[src/rtl/led_blink_arbiter.sv]
// -----------------------------------------------------------------------------
// led_blink_arbiter
//   Shares one board LED between NUM_REQ requesters. A round-robin arbiter
//   picks one requester at a time; a sequencer then blinks the LED the
//   requested number of times. Each on and off phase lasts HALF_PERIOD clocks.
//
// Parameters
//   NUM_REQ      number of requesters (1..8)
//   HALF_PERIOD  clk cycles per LED on phase and per off phase (>=1)
//   CNT_W        width of each requester's blink count
//
// Ports
//   clk        in   system clock
//   rst_n      in   asynchronous active-low reset
//   req        in   level request, one bit per requester
//   blink_cnt  in   blink counts; requester i uses [i*CNT_W +: CNT_W]
//   grant      out  one-hot, registered, high for the whole sequence
//   done       out  one-cycle pulse to the granted requester at sequence end
//   busy       out  high while a sequence is in progress
//   led        out  LED drive, registered, active-high
//
// Build option
//   LED_ARB_HEARTBEAT_EN : while idle, led toggles every 2*HALF_PERIOD cycles.
//                          The heartbeat counter is cleared while busy.
// -----------------------------------------------------------------------------
module led_blink_arbiter #(
   parameter int NUM_REQ     = 4,
   parameter int HALF_PERIOD = 24000000,
   parameter int CNT_W       = 4
) (
   input  logic                     clk,
   input  logic                     rst_n,
   input  logic [NUM_REQ-1:0]       req,
   input  logic [NUM_REQ*CNT_W-1:0] blink_cnt,
   output logic [NUM_REQ-1:0]       grant,
   output logic [NUM_REQ-1:0]       done,
   output logic                     busy,
   output logic                     led
);

   localparam int PTR_W = (NUM_REQ > 1) ? $clog2(NUM_REQ) : 1;
   localparam int PRE_W = $clog2(HALF_PERIOD + 1);
   localparam logic [PRE_W-1:0] PRE_TC = PRE_W'(HALF_PERIOD - 1);

   typedef enum logic [1:0] {S_IDLE, S_ON, S_OFF, S_DONE} state_t;

   state_t               state_q, state_d;
   logic [PTR_W-1:0]     rr_ptr_q, rr_ptr_d;
   logic [PTR_W-1:0]     winner_q, winner_d;
   logic [PRE_W-1:0]     presc_q, presc_d;
   logic [CNT_W-1:0]     remaining_q, remaining_d;
   logic [NUM_REQ-1:0]   grant_q, grant_d;
   logic                 led_q, led_d;

   logic [PTR_W-1:0]     win;
   logic                 win_vld;
   logic [CNT_W-1:0]     win_cnt;

`ifdef LED_ARB_HEARTBEAT_EN
   localparam int HB_W = $clog2(2 * HALF_PERIOD + 1);
   localparam logic [HB_W-1:0] HB_TC = HB_W'(2 * HALF_PERIOD - 1);
   logic [HB_W-1:0]      hb_q, hb_d;
`endif

   // Round-robin search starting at rr_ptr. The loop runs from the farthest
   // offset down so the nearest requester is the last one to be assigned.
   always_comb begin
      int idx;
      idx     = 0;
      win     = '0;
      win_vld = 1'b0;
      for (int i = NUM_REQ - 1; i >= 0; i--) begin
         idx = int'(rr_ptr_q) + i;
         if (idx >= NUM_REQ) idx = idx - NUM_REQ;
         if (req[idx]) begin
            win     = PTR_W'(idx);
            win_vld = 1'b1;
         end
      end
   end

   assign win_cnt = blink_cnt[int'(win) * CNT_W +: CNT_W];

   always_comb begin
      state_d     = state_q;
      rr_ptr_d    = rr_ptr_q;
      winner_d    = winner_q;
      presc_d     = presc_q;
      remaining_d = remaining_q;
      grant_d     = grant_q;
      led_d       = led_q;
`ifdef LED_ARB_HEARTBEAT_EN
      // Cleared unless idling with no request, so the heartbeat restarts
      // from zero after every sequence.
      hb_d        = '0;
`endif
      case (state_q)
         S_IDLE: begin
            if (win_vld) begin
               winner_d    = win;
               grant_d     = NUM_REQ'(1) << win;
               remaining_d = win_cnt;
               presc_d     = '0;
               if (win_cnt != '0) begin
                  state_d = S_ON;
                  led_d   = 1'b1;
               end else begin
                  state_d = S_DONE;
                  led_d   = 1'b0;
               end
            end else begin
`ifdef LED_ARB_HEARTBEAT_EN
               if (hb_q == HB_TC) begin
                  hb_d  = '0;
                  led_d = ~led_q;
               end else begin
                  hb_d  = hb_q + 1'b1;
               end
`else
               led_d = 1'b0;
`endif
            end
         end
         S_ON: begin
            if (presc_q == PRE_TC) begin
               presc_d = '0;
               led_d   = 1'b0;
               state_d = S_OFF;
            end else begin
               presc_d = presc_q + 1'b1;
            end
         end
         S_OFF: begin
            if (presc_q == PRE_TC) begin
               presc_d     = '0;
               remaining_d = remaining_q - 1'b1;
               // remaining is >=1 here, so this is the "reaches zero" test.
               if (remaining_q == CNT_W'(1)) begin
                  state_d = S_DONE;
                  led_d   = 1'b0;
               end else begin
                  state_d = S_ON;
                  led_d   = 1'b1;
               end
            end else begin
               presc_d = presc_q + 1'b1;
            end
         end
         S_DONE: begin
            grant_d  = '0;
            led_d    = 1'b0;
            state_d  = S_IDLE;
            rr_ptr_d = (winner_q == PTR_W'(NUM_REQ - 1)) ? '0 : winner_q + 1'b1;
         end
         default: state_d = S_IDLE;
      endcase
   end

   always_ff @(posedge clk or negedge rst_n) begin
      if (!rst_n) begin
         state_q     <= S_IDLE;
         rr_ptr_q    <= '0;
         winner_q    <= '0;
         presc_q     <= '0;
         remaining_q <= '0;
         grant_q     <= '0;
         led_q       <= 1'b0;
`ifdef LED_ARB_HEARTBEAT_EN
         hb_q        <= '0;
`endif
      end else begin
         state_q     <= state_d;
         rr_ptr_q    <= rr_ptr_d;
         winner_q    <= winner_d;
         presc_q     <= presc_d;
         remaining_q <= remaining_d;
         grant_q     <= grant_d;
         led_q       <= led_d;
`ifdef LED_ARB_HEARTBEAT_EN
         hb_q        <= hb_d;
`endif
      end
   end

   assign grant = grant_q;
   assign led   = led_q;
   assign busy  = (state_q != S_IDLE);
   // DONE lasts one cycle, so gating the registered grant gives the pulse.
   assign done  = (state_q == S_DONE) ? grant_q : '0;

endmodule
[config.mk]
export PLATFORM = sky130hd
export DESIGN_NAME = led_blink_arbiter
export DESIGN_NICKNAME = d
export VERILOG_FILES = /design/src/rtl/led_blink_arbiter.sv
export SDC_FILE = /design/constraint.sdc
export NUM_CORES = 1
export LEC_CHECK = 0
export ABC_AREA = 1
export CAP_MARGIN = 20
export CORE_MARGIN = 1
export CORE_UTILIZATION = 50
export DETAILED_ROUTE_END_ITERATION = 7
export PLACE_DENSITY = 0.73
export SYNTH_ARGS = -nofsm -noshare
export SYNTH_HDL_FRONTEND = slang
export SYNTH_SLANG_ARGS = --single-unit
[constraint.sdc]
create_clock -name clk -period 2.03 [get_ports clk]
set_input_delay 0.406 -clock clk [delete_from_list [all_inputs] [get_ports clk]]
set_output_delay 0.406 -clock clk [all_outputs]
set_load 0.1 [all_outputs]
==> run_summary.xml, run 1 <==
<?xml version="1.0" encoding="UTF-8"?>
<metrics>
  <group name="outcome">
    <metric name="outcome" unit="">finished, violations left</metric>
    <metric name="failed_checks" unit="">negative setup slack</metric>
  </group>
  <group name="worst_setup_path">
    <metric name="worstPathBufferInverterCount" unit="">3</metric>
    <metric name="cp_cell_sequence" unit="">clkdlybuf4s50_1 &gt; inv_1 &gt; nand2_2 &gt; nand3_2 &gt; nand2_2 &gt; nand3_4 &gt; nand3_4 &gt; buf_6 &gt; nand3_1 &gt; nand2_1 &gt; nand2_1 &gt; nand2_1 &gt; nor2_1 &gt; nand2_1 &gt; nand2_1 &gt; nand2_1 &gt; nand2_1</metric>
    <metric name="cp.required" unit="ns">2.22</metric>
    <metric name="critical_path_class" unit="">input pin to flip-flop</metric>
    <metric name="cp-start-kind" unit="">input pin</metric>
    <metric name="cp_data_arrival_time" unit="ns">2.27</metric>
    <metric name="timing.critical_path.fanout_max" unit="">6</metric>
    <metric name="crit_top_cell" unit="">nand2_1</metric>
    <metric name="timing.critical_path.depth" unit="">17</metric>
    <metric name="endpoint_kind" unit="">flip-flop</metric>
    <metric name="path_delay_family" unit="">simple AND/OR/NAND/NOR gates</metric>
    <metric name="crit_slowest_cell" unit="">clkdlybuf4s50_1</metric>
    <metric name="cp_slowest_stage_delay" unit="ns">0.50</metric>
    <metric name="reg2reg_slack" unit="ns">-0.01</metric>
    <metric name="cell_count_of_the_worst_reg_to_reg_path" unit="">16</metric>
  </group>
  <group name="logic_synthesis">
    <metric name="syn-num-nets" unit="">405</metric>
    <metric name="synthDominantAreaCellType" unit="">dfrtp_1</metric>
    <metric name="synth-edff-count" unit="">0</metric>
    <metric name="syn_area_per_cell" unit="sq um">7.27</metric>
    <metric name="yosysWarnings" unit="">0</metric>
    <metric name="synth_cells" unit="">374</metric>
    <metric name="syn_area" unit="sq mm">0.00272</metric>
    <metric name="yosys_register_bits" unit="">40</metric>
    <metric name="post-synth-top-area-fraction" unit="">0.368</metric>
    <metric name="fraction_of_the_yosys_area_taken_by_sequential_cells" unit="">0.368</metric>
    <metric name="post_synth_most_frequent_cells" unit="">nand2_1 (101), inv_1 (50), dfrtp_1 (40), nor2_1 (39), nand3_1 (23)</metric>
    <metric name="async_reset_ff_frac" unit="">1.00</metric>
    <metric name="most_instantiated_library_cell_after_synthesis" unit="">nand2_1</metric>
    <metric name="synth.lib_cells_used.distinct" unit="">39</metric>
    <metric name="post_synth_main_area_contributors" unit="">dfrtp_1 (37%), nand2_1 (14%), inv_1 (6.9%)</metric>
    <metric name="commonest_register_cell_after_synthesis" unit="">dfrtp_1</metric>
  </group>
  <group name="route">
    <metric name="postRouteWirelength" unit="microns">7550</metric>
    <metric name="detailedRoute.firstIterationViolations" unit="">156</metric>
    <metric name="highest_layer" unit="">met4</metric>
    <metric name="wl_met1" unit="microns">3120</metric>
    <metric name="wire_length_per_cell_after_detailed_routing" unit="microns">14.5</metric>
    <metric name="drt-vias-per-instance" unit="">5.41</metric>
    <metric name="drt.antenna.violating_nets" unit="">0</metric>
    <metric name="routed-wl-met3" unit="microns">427</metric>
    <metric name="routed-via-count" unit="">2823</metric>
    <metric name="met2RoutedLength" unit="microns">3870</metric>
    <metric name="firstDrtPassIters" unit="">5</metric>
    <metric name="route.detailed.drc" unit="">0</metric>
  </group>
  <group name="power">
    <metric name="p_comb_frac" unit="">0.106</metric>
    <metric name="leakagePower" unit="nW">1.85</metric>
    <metric name="power_frac_seq" unit="">0.493</metric>
    <metric name="switchingPower" unit="uW">371</metric>
    <metric name="power.share.clock" unit="">0.401</metric>
    <metric name="power.density_cell_area" unit="mW/mm^2">429</metric>
    <metric name="p_int" unit="mW">1.24</metric>
    <metric name="power.switching_fraction" unit="">0.230</metric>
    <metric name="worst_vdd_drop" unit="mV">0.324</metric>
  </group>
  <group name="placement">
    <metric name="hpwlAfterDp" unit="microns">4960</metric>
    <metric name="place_area" unit="sq mm">0.00335</metric>
    <metric name="port-buffer-count" unit="">31</metric>
    <metric name="finalWeightedCongestion" unit="">1.00</metric>
  </group>
  <group name="floorplan">
    <metric name="die-height" unit="microns">75.7</metric>
    <metric name="floorplan.initialDensity" unit="">0.525</metric>
    <metric name="die_w" unit="microns">75.7</metric>
    <metric name="number_of_top_level_pins" unit="">32</metric>
    <metric name="die_area" unit="sq mm">0.00573</metric>
    <metric name="core_region_area" unit="sq mm">0.00517</metric>
    <metric name="rows" unit="">26</metric>
  </group>
  <group name="clock_tree">
    <metric name="numClockSinks" unit="">40</metric>
    <metric name="clock_tree_from_tritoncts" unit="">yes</metric>
    <metric name="clock_tree.buffer_depth" unit="">2</metric>
    <metric name="cts-htree-levels" unit="">2</metric>
    <metric name="numCtsBuffers" unit="">5</metric>
    <metric name="insertion_delay" unit="ns">0.30</metric>
    <metric name="clkTransAtPathRegs" unit="ns">0.08</metric>
    <metric name="clockRootBuffer" unit="">clkbuf_8</metric>
  </group>
  <group name="flow_run">
    <metric name="cap_violations" unit="">0</metric>
  </group>
  <group name="grt">
    <metric name="via_count_of_the_first_global_routing_pass" unit="">2508</metric>
    <metric name="grtUsageTotal" unit="">0.241</metric>
    <metric name="grt_antenna_before_repair" unit="">0</metric>
    <metric name="overflow" unit="">0</metric>
    <metric name="largest_net_degree_at_the_start_of_global_routing" unit="">17</metric>
    <metric name="grt_first_pass_wirelength" unit="microns">10400</metric>
  </group>
  <group name="sta">
    <metric name="timing_max_transition_violations_final" unit="">0</metric>
    <metric name="finalHoldViolations" unit="">0</metric>
    <metric name="min_period_over_period" unit="">1.02</metric>
    <metric name="finalWorstSetupSlack" unit="ns">-0.0455</metric>
    <metric name="timing.clock.skew" unit="ns">0.0116</metric>
    <metric name="setup-violations-final" unit="">2</metric>
    <metric name="max_clock_freq" unit="GHz">0.482</metric>
    <metric name="layout_min_cycle_time" unit="ns">2.08</metric>
    <metric name="timing_worst_slew_pin_value" unit="ns">0.401</metric>
    <metric name="max-slew-margin-rel" unit="">0.730</metric>
    <metric name="fin_setup_tns" unit="ns">-0.0711</metric>
    <metric name="grt_setup_unrepaired" unit="">yes</metric>
  </group>
  <group name="final_layout">
    <metric name="layout-drive-gt1-share" unit="">0.283</metric>
    <metric name="fin_nets" unit="">482</metric>
    <metric name="antennaDiodeCount" unit="">0</metric>
    <metric name="layout.filler_cells" unit="">377</metric>
    <metric name="area.growth.synth_to_final" unit="%">38.3</metric>
    <metric name="layout.area.seq" unit="sq mm">0.00101</metric>
    <metric name="multi_input_area" unit="sq mm">0.00166</metric>
    <metric name="finish.instance_area" unit="sq mm">0.00376</metric>
  </group>
  <group name="min_path">
    <metric name="min-delay-path-class" unit="">input pin to async pin</metric>
  </group>
</metrics>
## worst register-to-register path: stages (launching register included)
cell	delay [ns]
dfrtp_2	0.47
buf_6	0.16
nand2_2	0.08
nand3_2	0.12
nand2_2	0.12
nand3_4	0.12
nand3_4	0.16
buf_6	0.14
nand3_1	0.09
nand2_1	0.10
nand2_1	0.05
nand2_1	0.08
nor2_1	0.04
nand2_1	0.09
nand2_1	0.05
nand2_1	0.05
nand2_1	0.04
## kinds of logic (layout without fill, tap and decap cells)
| kind of cell | count (synthesis) | count (layout) | synth area share |
|---|---|---|---|
| xor gates and xnor gates | 14 | 14 | 0.0451 |
| and+or+nand+nor | 199 | 201 | 0.319 |
| buffers and inverters | 59 | 135 | 0.0912 |
| DFF | 40 | 40 | 0.368 |
| AOI/OAI and AO/OA | 53 | 53 | 0.135 |
| adders and majority gates | 9 | 9 | 0.0414 |
## registers in the layout, summed over array words and instances (netlist names)
name / cells
rr_ptr_q: 2
led: 1
state_q: 2
winner_q: 2
grant: 4
presc_q: 25
remaining_q: 4
## worst paths after layout
| check | from | endpoint |
|---|---|---|
| worst max-delay path | req[0] | state_q[1]$_DFFE_PN0P_ |
| worst min-delay path | rst_n | state_q[1]$_DFFE_PN0P_ |
| worst max register to register | rr_ptr_q[0]$_DFFE_PN0P_ | state_q[1]$_DFFE_PN0P_ |
| worst min register to register | winner_q[0]$_DFFE_PN0P_ | rr_ptr_q[0]$_DFFE_PN0P_ |
| max in group asynchronous | rst_n | presc_q[20]$_DFFE_PN0P_ |
| min in group clk | winner_q[0]$_DFFE_PN0P_ | rr_ptr_q[0]$_DFFE_PN0P_ |
## stage by stage
step | std cells | worst slack (ns) | hold slack (ns) | util | power, mW
after floorplan | 374 | 0.163 | 0.110 | - | 0.876
after global placement | 502 | -0.374 | 0.336 | 0.648 | 0.951
after detailed placement | 502 | -0.344 | 0.340 | 0.648 | 0.952
after CTS | 512 | 0.0253 | 0.0176 | 0.675 | 1.60
after global routing | 522 | -0.137 | 0.0317 | 0.727 | 1.68
final | 522 | -0.0455 | 0.0181 | 0.727 | 1.61
## power by group through the flow
stage / Combinational, mW / Sequential (mW) / Clock [mW]
CTS: 0.146 / 0.796 / 0.659
finish: 0.171 / 0.796 / 0.646
floorplan: 0.0634 / 0.812 / 0
global route: 0.187 / 0.796 / 0.694
global placement: 0.139 / 0.812 / 0
detailed placement: 0.140 / 0.812 / 0
## repair_timing
action	in CTS	in global routing
pin swaps	1	14
setup buffers	1	10
gates resized for setup	4	61
endpoints found under the setup margin	16	29
hold endpoints to repair	0	0
cloned	1	1
hold buffers	0	0
## layer usage
layer / vias to the layer above / global-route usage
met4: 0 / 0.105
met1: 1320 / 0.287
met2: 101 / 0.423
met3: 16 / 0.0489
met5: - / 0
li1: 1386 / -
## cell usage in the layout (no fill, tap or decap), types with 12 or more instances in the layout
cell type and instances:
nand2_1 87, buf_4 44, inv_1 43, nor2_1 35, dfrtp_1 35, nand3_1 18
clkdlybuf4s50_1 17, nand2_2 16, a21oi_1 12
## area by class of cell
cell class,count,area share
multi-input cells,277,0.440
inverters,53,0.0543
clock inverters,2,0.00932
well taps,70,0.0233
clock buffers,6,0.0193
flip-flops and latches,40,0.268
repair buffers,74,0.185
No activity file was read; power rests on OpenSTA's default activity.
==> run 2, diff against run 1 <==
--- a/config.mk
+++ b/config.mk
@@ -9,6 +9,7 @@
 export CAP_MARGIN = 20
 export CORE_MARGIN = 1
 export CORE_UTILIZATION = 50
+export CTS_CLUSTER_DIAMETER = 80
 export DETAILED_ROUTE_END_ITERATION = 7
 export PLACE_DENSITY = 0.73
 export SYNTH_ARGS = -nofsm -noshare
==> constraint.sdc (replaced) <==
create_clock -name clk -period 2 [get_ports clk]
set_input_delay 0.4 -clock clk [delete_from_list [all_inputs] [get_ports clk]]
set_output_delay 0.4 -clock clk [all_outputs]
set_load 0.1 [all_outputs]
==> run 2 against run 1 <==
Net effect:
- the run still ends with negative setup slack left
- clock skew is 0.0025 ns higher
- critical path type is now flip-flop to flip-flop
- utilization is 2.7 points higher
- sequential share of layout area down 0.94 points
- die area unchanged
- worst setup slack improved by 0.037 ns
- total power up 18%
- combinational power up 5%
- via count increased by 0.21%
- worst hold slack lost 0.0074 ns
==> run_summary.xml, run 2 (synthesis gave the netlist of run 1 again) <==
<?xml version="1.0" encoding="UTF-8"?>
<metrics>
  <group name="floorplan">
    <metric name="die_area" unit="sq mm">0.00573</metric>
    <metric name="floorplan.initialDensity" unit="">0.525</metric>
    <metric name="die-height" unit="microns">75.7</metric>
    <metric name="core_region_area" unit="sq mm">0.00517</metric>
    <metric name="die_w" unit="microns">75.7</metric>
    <metric name="number_of_top_level_pins" unit="">32</metric>
    <metric name="rows" unit="">26</metric>
  </group>
  <group name="clock_tree">
    <metric name="cts-htree-levels" unit="">2</metric>
    <metric name="cts_hold_buffers" unit="">0</metric>
    <metric name="clkTransAtPathRegs" unit="ns">0.09</metric>
    <metric name="clock_tree_from_tritoncts" unit="">yes</metric>
    <metric name="insertion_delay" unit="ns">0.30</metric>
    <metric name="numCtsBuffers" unit="">5</metric>
    <metric name="clock_tree.buffer_depth" unit="">2</metric>
    <metric name="clockRootBuffer" unit="">clkbuf_8</metric>
    <metric name="numClockSinks" unit="">40</metric>
  </group>
  <group name="final_layout">
    <metric name="layout.filler_cells" unit="">366</metric>
    <metric name="area.growth.synth_to_final" unit="%">43.5</metric>
    <metric name="antennaDiodeCount" unit="">0</metric>
    <metric name="layout.cells.non_filler" unit="">527</metric>
    <metric name="fin_nets" unit="">487</metric>
    <metric name="layout.area.seq" unit="sq mm">0.00101</metric>
    <metric name="final_cell_mix" unit="">nand2_1 (83), buf_4 (49), inv_1 (45), dfrtp_1 (34), nor2_1 (33)</metric>
    <metric name="multi_input_area" unit="sq mm">0.00172</metric>
    <metric name="registers.top_by_ff_count" unit="">presc_q</metric>
    <metric name="max_ffs_per_register" unit="">25</metric>
    <metric name="final_common_cell" unit="">nand2_1</metric>
    <metric name="layout-drive-gt1-share" unit="">0.302</metric>
  </group>
  <group name="grt">
    <metric name="grt_antenna_before_repair" unit="">0</metric>
    <metric name="grt_first_pass_wirelength" unit="microns">10800</metric>
    <metric name="grtUsageTotal" unit="">0.248</metric>
    <metric name="largest_net_degree_at_the_start_of_global_routing" unit="">16</metric>
    <metric name="overflow" unit="">0</metric>
    <metric name="via_count_of_the_first_global_routing_pass" unit="">2503</metric>
  </group>
  <group name="sta">
    <metric name="layout_min_cycle_time" unit="ns">2.01</metric>
    <metric name="max_clock_freq" unit="GHz">0.498</metric>
    <metric name="timing.hold.ws" unit="ns">0.0107</metric>
    <metric name="finalHoldViolations" unit="">0</metric>
    <metric name="finalWorstSetupSlack" unit="ns">-0.00864</metric>
    <metric name="timing_worst_slew_pin_value" unit="ns">0.510</metric>
    <metric name="grt_setup_unrepaired" unit="">yes</metric>
    <metric name="timing_max_transition_violations_final" unit="">0</metric>
    <metric name="max-slew-margin-rel" unit="">0.657</metric>
    <metric name="setup-violations-final" unit="">2</metric>
    <metric name="min_period_over_period" unit="">1.00</metric>
    <metric name="timing.clock.skew" unit="ns">0.0141</metric>
  </group>
  <group name="worst_setup_path">
    <metric name="cp_slowest_stage_delay" unit="ns">0.46</metric>
    <metric name="worstPathBufferInverterCount" unit="">2</metric>
    <metric name="cp_data_arrival_time" unit="ns">2.20</metric>
    <metric name="cp_cell_sequence" unit="">buf_4 &gt; xnor2_2 &gt; nand2_1 &gt; nand3_2 &gt; nand3_2 &gt; a21oi_4 &gt; buf_6 &gt; nand2_1 &gt; nand2_2 &gt; nor2_2 &gt; nand2_1 &gt; nand2_1 &gt; nand2_1 &gt; nand2_1</metric>
    <metric name="endpoint_kind" unit="">flip-flop</metric>
    <metric name="cp-start-kind" unit="">flip-flop</metric>
    <metric name="crit_top_cell" unit="">nand2_1</metric>
    <metric name="critical_path_class" unit="">flip-flop to flip-flop</metric>
    <metric name="crit_slowest_cell" unit="">dfrtp_2</metric>
    <metric name="path_delay_family" unit="">simple AND/OR/NAND/NOR gates</metric>
    <metric name="cp.required" unit="ns">2.20</metric>
    <metric name="timing.critical_path.fanout_max" unit="">6</metric>
  </group>
  <group name="min_path">
    <metric name="min-delay-path-class" unit="">input pin to async pin</metric>
  </group>
  <group name="placement">
    <metric name="finalWeightedCongestion" unit="">1.02</metric>
    <metric name="hpwlAfterDp" unit="microns">5080</metric>
    <metric name="port-buffer-count" unit="">31</metric>
    <metric name="place_inst" unit="">506</metric>
  </group>
  <group name="route">
    <metric name="firstDrtPassIters" unit="">4</metric>
    <metric name="drt.antenna.violating_nets" unit="">0</metric>
    <metric name="drt-vias-per-instance" unit="">5.37</metric>
    <metric name="postRouteWirelength" unit="microns">7800</metric>
    <metric name="routed-via-count" unit="">2829</metric>
    <metric name="detailedRoute.firstIterationViolations" unit="">131</metric>
    <metric name="wire_length_per_cell_after_detailed_routing" unit="microns">14.8</metric>
    <metric name="route.detailed.drc" unit="">0</metric>
  </group>
  <group name="outcome">
    <metric name="failed_checks" unit="">negative setup slack</metric>
    <metric name="outcome" unit="">finished, violations left</metric>
  </group>
  <group name="power">
    <metric name="power.density_cell_area" unit="mW/mm^2">489</metric>
    <metric name="worst_vdd_drop" unit="mV">0.358</metric>
    <metric name="leakagePower" unit="nW">1.92</metric>
  </group>
  <group name="flow_run">
    <metric name="cap_violations" unit="">0</metric>
  </group>
</metrics>
[run 2: timing repair]
| item | 4_1_cts | 5_1_grt |
|---|---|---|
| gates resized for setup | 4 | 75 |
| setup buffers | 1 | 9 |
| gates cloned | 1 | 2 |
| pin swaps | 2 | 23 |
| endpoints found under the setup margin | 11 | 32 |
[run 2: cell type report]
class	count	area share
multi-input cells	278	0.442
clock buffers	5	0.0176
inverters	53	0.0523
repair buffers	78	0.184
flip-flops and latches	40	0.259
clock inverters	3	0.0231
well taps	70	0.0225
[run 2: worst paths after layout]
path | start | end | slack (ns) | cells past startpoint
max | rr_ptr_q[0]$_DFFE_PN0P_ | state_q[1]$_DFFE_PN0P_ | -0.009 | 14
min | rst_n | state_q[1]$_DFFE_PN0P_ | 0.01 | 1
max reg2reg | rr_ptr_q[0]$_DFFE_PN0P_ | state_q[1]$_DFFE_PN0P_ | -0.009 | 14
min reg2reg | presc_q[3]$_DFFE_PN0P_ | presc_q[3]$_DFFE_PN0P_ | 0.50 | 1
max in group asynchronous | rst_n | presc_q[17]$_DFFE_PN0P_ | 1.46 | 2
min in group clk | presc_q[3]$_DFFE_PN0P_ | presc_q[3]$_DFFE_PN0P_ | 0.50 | 1
[run 2: report_power, final]
group | switching, mW | internal, mW | leakage [nW]
logic | 0.0969 | 0.0820 | 1.38
clock network | 0.297 | 0.625 | 0.0784
registers | 0 | 0.808 | 0.461
[run 2: per-layer routing]
layer / routed length [microns] / global-route usage / vias to the layer above
li1: - / - / 1394
met1: 3210 / 0.291 / 1322
met2: 3960 / 0.456 / 89
met3: 401 / 0.0423 / 24
met4: 227 / 0.0864 / 0
met5: 0 / 0 / -
[run 2: per-stage QoR]
| step | worst slack [ns] | area (sq um) | TNS, ns | util | total power, mW |
|---|---|---|---|---|---|
| 3_3_place_gp | -0.375 | 3380 | -7.13 | 0.654 | 0.965 |
| 5_1_grt | -0.128 | 3900 | -1.48 | 0.754 | 1.97 |
| 6_report | -0.00864 | 3900 | -0.0102 | 0.754 | 1.91 |
| 3_5_place_dp | -0.342 | 3380 | -7.93 | 0.654 | 0.967 |
| 2_1_floorplan | 0.133 | 2720 | 0 | - | 0.889 |
| 4_1_cts | 0.00742 | 3570 | 0 | 0.691 | 1.90 |
==> run 3, diff against run 2 <==
--- a/config.mk
+++ b/config.mk
@@ -11,7 +11,7 @@
 export CORE_UTILIZATION = 50
 export CTS_CLUSTER_DIAMETER = 80
 export DETAILED_ROUTE_END_ITERATION = 7
-export PLACE_DENSITY = 0.73
+export DONT_BUFFER_PORTS = 1
 export SYNTH_ARGS = -nofsm -noshare
 export SYNTH_HDL_FRONTEND = slang
 export SYNTH_SLANG_ARGS = --single-unit
==> run 3 against run 2 <==
Net effect:
- the run still ends with negative setup slack left
- sequential share of layout area grew 1.1 points
- total power is 15% lower
- highest routed layer unchanged
- largest cell class unchanged
- largest power group is now registers
- flip-flop and latch count unchanged
- worst setup slack improved by 0.0082 ns
==> run_summary.xml, run 3 (synthesis gave the netlist of run 1 again) <==
<?xml version="1.0" encoding="UTF-8"?>
<metrics>
  <group name="clock_tree">
    <metric name="numCtsBuffers" unit="">5</metric>
    <metric name="cts-htree-levels" unit="">2</metric>
    <metric name="clock_tree.buffer_depth" unit="">2</metric>
    <metric name="insertion_delay" unit="ns">0.30</metric>
    <metric name="clock_tree_from_tritoncts" unit="">yes</metric>
    <metric name="clkTransAtPathRegs" unit="ns">0.09</metric>
    <metric name="numClockSinks" unit="">40</metric>
    <metric name="clockRootBuffer" unit="">clkbuf_8</metric>
  </group>
  <group name="final_layout">
    <metric name="fin_nets" unit="">471</metric>
    <metric name="final_common_cell" unit="">nand2_1</metric>
    <metric name="layout-drive-gt1-share" unit="">0.354</metric>
    <metric name="final_cell_mix" unit="">nand2_1 (80), buf_4 (54), inv_1 (45), dfrtp_1 (34), nor2_1 (32)</metric>
    <metric name="antennaDiodeCount" unit="">0</metric>
    <metric name="registers.top_by_ff_count" unit="">presc_q</metric>
    <metric name="finish.instance_area" unit="sq mm">0.00375</metric>
    <metric name="utilization" unit="">0.724</metric>
    <metric name="max_ffs_per_register" unit="">25</metric>
    <metric name="area.growth.synth_to_final" unit="%">37.8</metric>
  </group>
  <group name="worst_setup_path">
    <metric name="reg2reg_slack" unit="ns">-0.0004</metric>
    <metric name="endpoint_kind" unit="">flip-flop</metric>
    <metric name="critical_path_class" unit="">flip-flop to flip-flop</metric>
    <metric name="cp-start-kind" unit="">flip-flop</metric>
    <metric name="r2r_start" unit="">rr_ptr_q[0]$_DFFE_PN0P_</metric>
    <metric name="crit_slowest_cell" unit="">dfrtp_2</metric>
    <metric name="crit_top_cell" unit="">o21ai_4</metric>
    <metric name="cp_slowest_stage_delay" unit="ns">0.47</metric>
    <metric name="cp.required" unit="ns">2.19</metric>
    <metric name="cell_count_of_the_worst_reg_to_reg_path" unit="">12</metric>
    <metric name="timing.critical_path.fanout_max" unit="">7</metric>
    <metric name="rr_endpoint" unit="">presc_q[12]$_DFFE_PN0P_</metric>
    <metric name="critPathLaunch" unit="">rr_ptr_q[0]$_DFFE_PN0P_</metric>
    <metric name="cp_cell_sequence" unit="">buf_6 &gt; o21ai_4 &gt; nand2_2 &gt; nand2_2 &gt; inv_4 &gt; nand2_4 &gt; o21ai_4 &gt; o21ai_4 &gt; nand2_1 &gt; o21ai_4 &gt; nand2_1 &gt; o22a_1</metric>
    <metric name="cp_data_arrival_time" unit="ns">2.19</metric>
  </group>
  <group name="route">
    <metric name="postRouteWirelength" unit="microns">7390</metric>
    <metric name="routed-via-count" unit="">2726</metric>
    <metric name="route.detailed.drc" unit="">0</metric>
    <metric name="drt.antenna.violating_nets" unit="">0</metric>
    <metric name="detailedRoute.firstIterationViolations" unit="">158</metric>
    <metric name="wire_length_per_cell_after_detailed_routing" unit="microns">14.5</metric>
    <metric name="drt-vias-per-instance" unit="">5.33</metric>
    <metric name="firstDrtPassIters" unit="">4</metric>
  </group>
  <group name="power">
    <metric name="p_int" unit="mW">1.23</metric>
    <metric name="power.share.clock" unit="">0.414</metric>
    <metric name="leakagePower" unit="nW">1.82</metric>
    <metric name="power_frac_seq" unit="">0.498</metric>
    <metric name="worst_vdd_drop" unit="mV">0.389</metric>
    <metric name="switchingPower" unit="uW">392</metric>
    <metric name="power.switching_fraction" unit="">0.242</metric>
    <metric name="power.density_cell_area" unit="mW/mm^2">433</metric>
    <metric name="p_comb_frac" unit="">0.088</metric>
  </group>
  <group name="sta">
    <metric name="timing_max_transition_violations_final" unit="">0</metric>
    <metric name="finalHoldViolations" unit="">0</metric>
    <metric name="finalWorstSetupSlack" unit="ns">-0.000417</metric>
    <metric name="max_clock_freq" unit="GHz">0.500</metric>
    <metric name="max-slew-margin-rel" unit="">0.641</metric>
    <metric name="min_period_over_period" unit="">1.00</metric>
    <metric name="setup-violations-final" unit="">1</metric>
    <metric name="timing.clock.skew" unit="ns">0.00766</metric>
    <metric name="grt_setup_unrepaired" unit="">yes</metric>
    <metric name="layout_min_cycle_time" unit="ns">2.00</metric>
    <metric name="timing_worst_slew_pin_value" unit="ns">0.533</metric>
  </group>
  <group name="grt">
    <metric name="grt_use_met2" unit="">0.424</metric>
    <metric name="grt_first_pass_wirelength" unit="microns">10300</metric>
    <metric name="grt_antenna_before_repair" unit="">0</metric>
    <metric name="overflow" unit="">0</metric>
    <metric name="groute.layer.met1.usage" unit="">0.293</metric>
    <metric name="largest_net_degree_at_the_start_of_global_routing" unit="">41</metric>
    <metric name="top_usage_layer" unit="">met2</metric>
    <metric name="via_count_of_the_first_global_routing_pass" unit="">2354</metric>
    <metric name="grt_util_met3" unit="">0.0503</metric>
    <metric name="grtUsageTotal" unit="">0.239</metric>
  </group>
  <group name="min_path">
    <metric name="holdCritStartpoint" unit="">blink_cnt[14]</metric>
    <metric name="worstHoldPathCells" unit="">6</metric>
    <metric name="min-delay-path-class" unit="">input pin to flip-flop</metric>
    <metric name="holdPathEnd" unit="">remaining_q[2]$_DFFE_PN0P_</metric>
  </group>
  <group name="floorplan">
    <metric name="floorplan.initialDensity" unit="">0.525</metric>
    <metric name="die_w" unit="microns">75.7</metric>
    <metric name="rows" unit="">26</metric>
    <metric name="die-height" unit="microns">75.7</metric>
    <metric name="core_region_area" unit="sq mm">0.00517</metric>
    <metric name="number_of_top_level_pins" unit="">32</metric>
    <metric name="die_area" unit="sq mm">0.00573</metric>
  </group>
  <group name="placement">
    <metric name="finalWeightedCongestion" unit="">0.869</metric>
    <metric name="hpwlAfterDp" unit="microns">4980</metric>
    <metric name="place_area" unit="sq mm">0.00310</metric>
    <metric name="port-buffer-count" unit="">0</metric>
  </group>
  <group name="outcome">
    <metric name="outcome" unit="">finished, violations left</metric>
    <metric name="failed_checks" unit="">negative setup slack</metric>
  </group>
  <group name="flow_run">
    <metric name="cap_violations" unit="">0</metric>
  </group>
</metrics>
## run 3: changes by cell type in the layout (fill, tap and decap cells not counted), sizes merged, moves of 2 or more
cell / before / now
clkdlybuf4s50: 16 / 0
dlymetal6s2s: 4 / 0
nand2: 108 / 106
buf: 58 / 64
bufinv: 3 / 1
## run 3: metrics by stage
step	power [mW]	worst slack (ns)	setup TNS (ns)	hold WS, ns	std cells
6_report	1.62	-0.000417	-0.000417	0.453	511
5_1_grt	1.69	-0.121	-2.09	0.479	511
4_1_cts	1.61	0.00303	0	0.466	493
3_5_place_dp	0.909	-0.0501	-0.102	0.106	483
3_3_place_gp	0.908	-0.0696	-0.0696	0.106	483
2_1_floorplan	0.889	0.133	0	0.104	374
## run 3: area by class of cell
type                       instances  area [sq um]
tap                               70          87.6
inverter                          53           204
clock buffer                       5          68.8
timing repair buffer              65           531
multi-input combinational        275          1800
fill                             409          1430
clock inverter                     3          42.5
sequential                        40          1010
## run 3: how the worst max path moves through the flow
stage                                    to  slack (ns)  cells past startpoint
CTS                 presc_q[24]$_DFFE_PN0P_       0.003                     11
global placement    presc_q[21]$_DFFE_PN0P_       -0.07                     10
floorplan           presc_q[12]$_DFFE_PN0P_        0.13                     11
global route         presc_q[9]$_DFFE_PN0P_       -0.12                     14
finish              presc_q[12]$_DFFE_PN0P_     -0.0004                     12
detailed placement          led$_DFFE_PN0P_       -0.05                     15
## run 3: power groups by stage
stage,registers (mW),logic [mW],clock network (mW)
5_1_grt,0.808,0.160,0.722
4_1_cts,0.808,0.111,0.691
2_1_floorplan,0.824,0.0644,0
3_5_place_dp,0.824,0.0850,0
6_report,0.808,0.143,0.672
3_3_place_gp,0.824,0.0839,0
## run 3: critical path, delay by kind of cell (launching register included)
kind            cells  cell delay, ns
compound gates      5            0.67
buf+inv             2            0.19
flops               1            0.47
simple gates        5            0.54
## run 3: metal layers
metal / share of wire / wire length (microns)
met5: 0 / 0
met4: 0.013 / 99
met3: 0.054 / 397
met2: 0.52 / 3830
met1: 0.41 / 3060
## run 3: repair_timing
item,CTS,global route
endpoints found under the hold margin,40,0
endpoints found under the setup margin,6,33
resized for setup,4,93
gates cloned,0,1
pin swaps,0,32
setup buffers,0,17
hold buffers,2,0
